--- config.mk ---
export PLATFORM = sky130hd
export DESIGN_NAME = dram_phase_controller
export DESIGN_NICKNAME = d
export VERILOG_FILES = /design/src/rtl/dram_phase_controller.sv
export SDC_FILE = /design/constraint.sdc
export NUM_CORES = 1
export LEC_CHECK = 0
export CORE_MARGIN = 3
export CORE_UTILIZATION = 44
export CTS_CLUSTER_DIAMETER = 60
export DETAILED_ROUTE_END_ITERATION = 16
export PLACE_DENSITY_LB_ADDON = 0.1
export RECOVER_POWER = 100
export SLEW_MARGIN = 10
export SYNTH_ARGS = -nofsm -noshare
export SYNTH_HDL_FRONTEND = slang
export SYNTH_SLANG_ARGS = --single-unit
--- constraint.sdc ---
create_clock -name clk -period 2 [get_ports clk]
set_input_delay 0.4 -clock clk [delete_from_list [all_inputs] [get_ports clk]]
set_output_delay 0.4 -clock clk [all_outputs]
set_load 0.005 [all_outputs]
--- src/rtl/dram_phase_controller.sv ---
// DRAM phase controller: UART load, processor run, UART dump.
// Optional DRAM_PHASE_RESTART_EN: DONE returns to LOAD after one cycle.
module dram_phase_controller #(
    parameter int ADDR_W     = 16,
    parameter int DATA_W     = 8,
    parameter int LOAD_BASE  = 0,
    parameter int LOAD_WORDS = 256,
    parameter int DUMP_BASE  = 0,
    parameter int DUMP_WORDS = 256,
    parameter int RD_LAT     = 2
) (
    input  logic              clk,
    input  logic              rst,
    input  logic              rx_valid,
    input  logic [DATA_W-1:0] rx_data,
    input  logic [ADDR_W-1:0] proc_addr,
    input  logic [DATA_W-1:0] proc_wdata,
    input  logic              proc_we,
    input  logic              proc_done,
    output logic              proc_en,
    output logic [DATA_W-1:0] proc_rdata,
    input  logic              tx_ready,
    output logic              tx_start,
    output logic [DATA_W-1:0] tx_data,
    output logic [ADDR_W-1:0] dram_addr,
    output logic [DATA_W-1:0] dram_wdata,
    output logic              dram_we,
    input  logic [DATA_W-1:0] dram_q,
    output logic [1:0]        phase,
    output logic              rx_overrun
);

    localparam int CNT_W = $clog2(LOAD_WORDS + 1);
    localparam int IDX_W = $clog2(DUMP_WORDS + 1);

    typedef enum logic [2:0] {
        S_LOAD, S_RUN, S_DADDR, S_DWAIT, S_DSEND, S_DGAP, S_DONE
    } state_t;

    state_t r_state, w_next;

    logic [CNT_W-1:0]  r_cnt;
    logic [IDX_W-1:0]  r_idx;
    logic [7:0]        r_wcnt;
    logic [ADDR_W-1:0] r_addr;
    logic [DATA_W-1:0] r_wdata;
    logic              r_we;
    logic [DATA_W-1:0] r_tx_data;
    logic              r_tx_start;
    logic              r_overrun;

    logic w_load_full;
    logic w_load_acc;
    logic w_last_idx;
    logic w_wait_end;
    logic w_dump;

    assign w_load_full = (r_cnt == CNT_W'(LOAD_WORDS));
    assign w_load_acc  = rx_valid && (r_state == S_LOAD) && !w_load_full;
    assign w_last_idx  = (r_idx == IDX_W'(DUMP_WORDS - 1));
    assign w_wait_end  = (r_wcnt == 8'(RD_LAT - 2));
    assign w_dump      = (r_state == S_DADDR) || (r_state == S_DWAIT) ||
                         (r_state == S_DSEND) || (r_state == S_DGAP);

    // State register
    always_ff @(posedge clk or posedge rst) begin
        if (rst) r_state <= S_LOAD;
        else     r_state <= w_next;
    end

    // Next-state logic; LOAD leaves one cycle after its last write
    always_comb begin
        w_next = r_state;
        case (r_state)
            S_LOAD:  if (w_load_full) w_next = S_RUN;
            S_RUN:   if (proc_done) w_next = S_DADDR;
            S_DADDR: w_next = (RD_LAT == 1) ? S_DSEND : S_DWAIT;
            S_DWAIT: if (w_wait_end) w_next = S_DSEND;
            S_DSEND: if (tx_ready) w_next = S_DGAP;
            S_DGAP:  w_next = w_last_idx ? S_DONE : S_DADDR;
`ifdef DRAM_PHASE_RESTART_EN
            S_DONE:  w_next = S_LOAD;
`else
            S_DONE:  w_next = S_DONE;
`endif
            default: w_next = S_LOAD;
        endcase
    end

    // Counters, registered load write port, transmit strobe, overrun flag
    always_ff @(posedge clk or posedge rst) begin
        if (rst) begin
            r_cnt      <= '0;
            r_idx      <= '0;
            r_wcnt     <= '0;
            r_addr     <= ADDR_W'(LOAD_BASE);
            r_wdata    <= '0;
            r_we       <= 1'b0;
            r_tx_data  <= '0;
            r_tx_start <= 1'b0;
            r_overrun  <= 1'b0;
        end else begin
            r_we       <= 1'b0;
            r_tx_start <= 1'b0;
            if (rx_valid && !w_load_acc) r_overrun <= 1'b1;
            case (r_state)
                S_LOAD: begin
                    if (w_load_acc) begin
                        r_addr  <= ADDR_W'(LOAD_BASE) + ADDR_W'(r_cnt);
                        r_wdata <= rx_data;
                        r_we    <= 1'b1;
                        r_cnt   <= r_cnt + 1'b1;
                    end
                end
                S_RUN: begin
                    r_cnt   <= '0;
                    r_addr  <= ADDR_W'(LOAD_BASE);
                    r_wdata <= '0;
                    if (proc_done) r_idx <= '0;
                end
                S_DADDR: r_wcnt <= '0;
                S_DWAIT: r_wcnt <= r_wcnt + 1'b1;
                S_DSEND: begin
                    r_tx_data <= dram_q;
                    if (tx_ready) r_tx_start <= 1'b1;
                end
                S_DGAP: if (!w_last_idx) r_idx <= r_idx + 1'b1;
                S_DONE: begin
                    r_cnt <= '0;
                    r_idx <= '0;
                end
                default: ;
            endcase
        end
    end

    // DRAM port owner: processor in RUN, dump reader in DUMP, load writer otherwise
    always_comb begin
        dram_addr  = r_addr;
        dram_wdata = r_wdata;
        dram_we    = r_we;
        if (r_state == S_RUN) begin
            dram_addr  = proc_addr;
            dram_wdata = proc_wdata;
            dram_we    = proc_we;
        end else if (w_dump) begin
            dram_addr  = ADDR_W'(DUMP_BASE) + ADDR_W'(r_idx);
            dram_wdata = '0;
            dram_we    = 1'b0;
        end
    end

    // Phase code seen by the rest of the system
    always_comb begin
        phase = 2'd0;
        if (r_state == S_RUN)  phase = 2'd1;
        if (w_dump)            phase = 2'd2;
        if (r_state == S_DONE) phase = 2'd3;
    end

    assign proc_en    = (r_state == S_RUN);
    assign proc_rdata = dram_q;
    assign tx_start   = r_tx_start;
    assign tx_data    = r_tx_data;
    assign rx_overrun = r_overrun;

endmodule

-- Word-level counts from Yosys, hierarchy flattened
Cells that the tools add are included.
- register bits: 64
- bits in latches: 0
- memory bits (writable): 0
- bits in read-only memories: 0
- bits of input ports: 46
- output and inout port bits: 46
- logic and storage cells: 75
- memories: 0
- add/subtract/negate cells: 3
- $mul: 0
- div/mod/pow operators: 0
- $lt $le $gt $ge: 0
- equality and inequality tests: 14
- shift-type cells: 0
- muxes and demuxes: 29
- bitwise gates (word level): 0
- reductions and logical operators: 19
- operators by type and width (kind ; number):
    16-bit 2-to-1 mux ; 3
    16-bit case mux with 2 select lines ; 1
    8-bit case mux with 2 select lines ; 2
    9-bit 2-to-1 mux ; 3
    9-bit case mux with 3 select lines ; 1
    8-bit 2-to-1 mux ; 3
    3-bit case mux with 7 select lines ; 1
    9-bit by 1-bit adder with 9-bit output, second input constant ; 2
    9-bit case mux with 2 select lines ; 1
    3-bit 2-to-1 mux ; 5
    2-bit != test, second input constant ; 6
    3-bit == test, second input constant ; 3
    9-bit by 8-bit == test with 1-bit output, second input constant ; 1
    9-bit == test, second input constant ; 1
    8-bit by 1-bit adder with 8-bit output, second input constant ; 1
    8-bit zero test ; 1
    1-bit 2-to-1 mux ; 7
    3-bit by 2-bit == test with 1-bit output, second input constant ; 2
    2-bit nonzero test ; 3
    2-bit 2-to-1 mux ; 2
    2-bit AND reduction ; 2
    4-bit AND reduction ; 1
    3-bit by 1-bit == test with 1-bit output, second input constant ; 1
    1-bit logical AND ; 3
    6 further kinds ; 9

-- Depth between registers and ports, before layout
- depth in word-level cells: 6
- depth in mapped cells: 8
- gate-level depth less buffers: 7

-- Worst setup path before layout
Ideal clock, no wire load.
- path type: reg-to-output
- start: register r_state[2]
- end: output dram_wdata[3]
- arrival: 1.570 ns
- required time: 1.600 ns
- slack: 0.030 ns
- stages on the path, launching flop included: 6
- path buffers: 2
- cell sequence: dfrtp_1 buf_2 or3b_1 inv_1 clkbuf_1 a22o_1
- longest elaborated chain between the ends: 6
- elaborated cells between the ends (all ways): 10
- classes of those cells: eq/ne: 5; mux: 2; reduce/logical: 3
- RTL lines (item ; RTL line ; text):
    start, declared ; 40 ; state_t r_state, w_next;
    start signal, assigned ; 68 ; else r_state <= w_next;
    3-bit by 2-bit == test with 1-bit output ; 62 ; assign w_dump = (r_state == S_DADDR) || (r_state == S_DWAIT) ||
    1-bit logical OR (2 in a row) ; 62 ;
    1-bit logical OR ; 63 ; (r_state == S_DSEND) || (r_state == S_DGAP);
    8-bit 2-to-1 mux ; 146 ; end else if (w_dump) begin
    8-bit 2-to-1 mux (*) ; 142 ; if (r_state == S_RUN) begin
    end, declared ; 26 ; output logic [DATA_W-1:0] dram_wdata,
Mark *: on every way between the ends. The rest lies on a longest branch, timed or not.

-- Final worst setup path
- start: register r_state[2]
- end: output dram_wdata[0]
Same word-level chain as after synthesis.

==> run_results.csv <==
group,metric,value,unit
die,die_y,94.37,um
yosys,synth_nets,408,
run,cap_violations,0,
drt,drc,0,
sta,setup_viol,33,
yosys,synth_area_leaders,"dfrtp_1 42%, mux2i_1 5.2%, nand2_1 4.7%",
sta,setup_ws,-0.2055,ns
drt,antenna_left,0,
finish,num_antenna_cells,0,
yosys,yosysWarnings,0,
sta,skew,0.01059,ns
sta,tns,-4.139,ns
yosys,synthDistinctLibCells,54,
global_route,antenna_found_initial,0,
critical_path,worstPathRequired,1.60,ns
clocking,ctsRootBufferMaster,"clkbuf_8",
global_route,grt_overflow_total,0,
worst_hold_path,worstHoldStart,"rx_overrun",
yosys,ys_ff_latch,57,
yosys,postSynth.asyncResetShare,1.000,
clocking,numClockSinks,57,
drt,num_vias,3186,
global_route,grt_pass1_wl,15.78,mm
sta,worstMarginPinSlew,1.434,ns
yosys,synth_ff_type,"dfrtp_1",
yosys,syn_area_per_cell,9.651,sq um
placement,routabilityCongestion,0.7693,
drt,drt-pass1-iter-count,4,
clocking,cts_tree,"yes",
sta,finalCriticalPeriod,2.205,ns
run_status,outcome,"finished, violations left",
clocking,clk_latency,0.35,ns
die,die_w,94.37,um
yosys,yosys.area.top_type,"dfrtp_1",
finish,final_common_cell,"clkdlybuf4s50_1",
placement,dpl.hpwl,6.189,mm
clocking,clkSlewWorstSetupHoldPaths,0.07,ns
clocking,cts_made_buffers,9,
yosys,synth_cells,356,
placement,numPortBuffers,91,
finish,final_area,5061,sq um
global_route,track_usage,0.2261,
critical_path,cp_max_fo,8,
die,die_area,8905,sq um
run_status,violations,"setup timing",
yosys,synth_top_area_frac,0.4151,
finish,drive_above_1_share,0.3187,
sta,fin_crit_sh,1.103,
finish,fillers,569,
pwr,power.total,6418,uW
worst_hold_path,hp-class,"flop to flop",
yosys,synth-xor-area-share,0.004734,
sta,rsz0062_at_grt,"yes",
yosys,ys_seq_area_frac,0.4151,
global_route,grt_max_degree,58,
drt,vias_per_cell,5.531,
yosys,synth_fa_ha_area_frac,0.02185,
sta,drv_slew,0,
die,start_util,0.4638,
yosys,synth-compound-area-share,0.1763,
clocking,cts.path.max_buffers,2,
pwr,power.leakage,0.002281,uW
placement,placed_area,4538,sq um
drt,routed_wl,9.605,mm
clocking,htreeDepth,3,
critical_path,arrival,1.81,ns
yosys,synth-edff-count,0,
critical_path,end_kind,"output port",
yosys,synth_top_family_by_area,"simple AND/OR/NAND/NOR gates",
sta,fmax,453.4,MHz
pwr,power_density,1268,nW/um^2
yosys,synth_area,3436,sq um
finish,final_cell_mix,"63 x clkdlybuf4s50_1, 57 x dfrtp_1, 36 x nand2_1",
yosys,synth_simple_gate_area_frac,0.2232,
critical_path,cp-startpoint,"r_state[2]",
pwr,peakVddDrop,0.5833,mV
die,core,7408,sq um
critical_path,start_kind,"flop",
critical_path,path_class,"flop to output port",
global_route,grt_pass1_vias,3122,
die,num_io_pins,92,
finish,final_nets,524,
drt,avgRoutedWirePerCell,16.68,um
sta,maxSlewHeadroom,0.04405,
critical_path,timing.rr.start,"r_state[1]",
finish,area_growth,47.31,%
yosys,synthMuxAreaShare,0.08521,
drt,drt_iter0_drc,130,
die,rows,31,
sta,hold_viol,0,
flip-flops by register name, summed over array words and instances (netlist names):
signal      flops
tx_start        1
r_we            1
r_cnt           9
tx_data         8
r_idx           9
r_addr          9
rx_overrun      1
r_wdata         8
r_wcnt          8
r_state         3
power by group:
| part | internal, uW | total [uW] | switching [uW] |
|---|---|---|---|
| Clock | 610 | 1120 | 510 |
| Sequential | 1430 | 1620 | 188 |
| Combinational | 2000 | 3680 | 1670 |
| Total | 4050 | 6420 | 2370 |
per-layer routing:
layer | vias to the layer above | track usage | share of wire
met4 | 0 | 0.05897 | 0.013
li1 | 1537 | - | -
met2 | 76 | 0.3652 | 0.49
met3 | 10 | 0.05498 | 0.060
met5 | - | 0 | 0
met1 | 1563 | 0.3055 | 0.44
what timing repair did:
action                     in CTS  in global routing
pin swaps                      17                  2
gates cloned                    4                  0
resized for setup             158                 30
hold buffers                    0                  0
setup endpoints to repair      28                 37
buffers inserted               10                  5
cell type report:
class	count	area, sq um	area share
well taps	99	123.9	0.02447
inverters	10	45.04	0.008900
multi-input cells	251	1888	0.3731
flip-flops and latches	57	1426	0.2818
clock buffers	10	137.6	0.02719
repair buffers	143	1373	0.2712
clock inverters	6	67.56	0.01335
cell families (layout without fill, tap and decap cells):
family,Yosys count,in the layout
AOI/OAI and AO/OA,84,84
xor gates and xnor gates,1,1
adders and majority gates,6,6
buffers and inverters,48,169
DFF,57,57
muxes,28,28
and+or+nand+nor,132,132
path summary, 6_finish.rpt:
| check | end | slack (ns) | cells past startpoint |
|---|---|---|---|
| worst min register to register | rx_overrun | 0.46 | 1 |
| min in group asynchronous | r_wcnt[2] | 0.85 | 3 |
| max in group asynchronous | r_state[2] | 0.27 | 3 |
| worst max register to register | r_cnt[7] | -0.08 | 5 |
| worst min-delay path | rx_overrun | 0.46 | 1 |
| worst max-delay path | dram_wdata[0] | -0.21 | 5 |
critical path, cell delays in order, from the launching register on:
cell	delay [ns]
dfrtp_1	0.40
or3b_4	0.45
buf_6	0.14
and2_4	0.16
a22o_1	0.18
buf_2	0.13
through the flow:
step | utilization | std cells | setup WS (ns) | hold slack [ns]
after detailed placement | 0.6126 | 542 | -0.2279 | 0.4429
after global routing | 0.6832 | 576 | -0.2482 | 0.4913
after CTS | 0.6690 | 572 | -0.1892 | 0.4457
after global placement | 0.6126 | 542 | -0.1837 | 0.4453
after floorplan | - | 356 | 0.03012 | 0.4510
final | 0.6832 | 576 | -0.2055 | 0.4559
Yosys cell counts, types with 4 or more instances:
cell type / n
o21ai_2: 9
and2_1: 8
inv_1: 9
mux2i_1: 18
nor4_1: 4
buf_2: 5
o211ai_1: 16
nand2_1: 43
a211o_1: 5
mux2_2: 10
buf_4: 8
nand3b_1: 7
nand3_1: 22
dfrtp_1: 57
ha_1: 6
nor2b_1: 4
clkbuf_1: 19
a22o_1: 10
and3_1: 4
nor3_1: 6
nand4_1: 7
o21ai_0: 28
No activity file was read; power rests on OpenSTA's default activity.
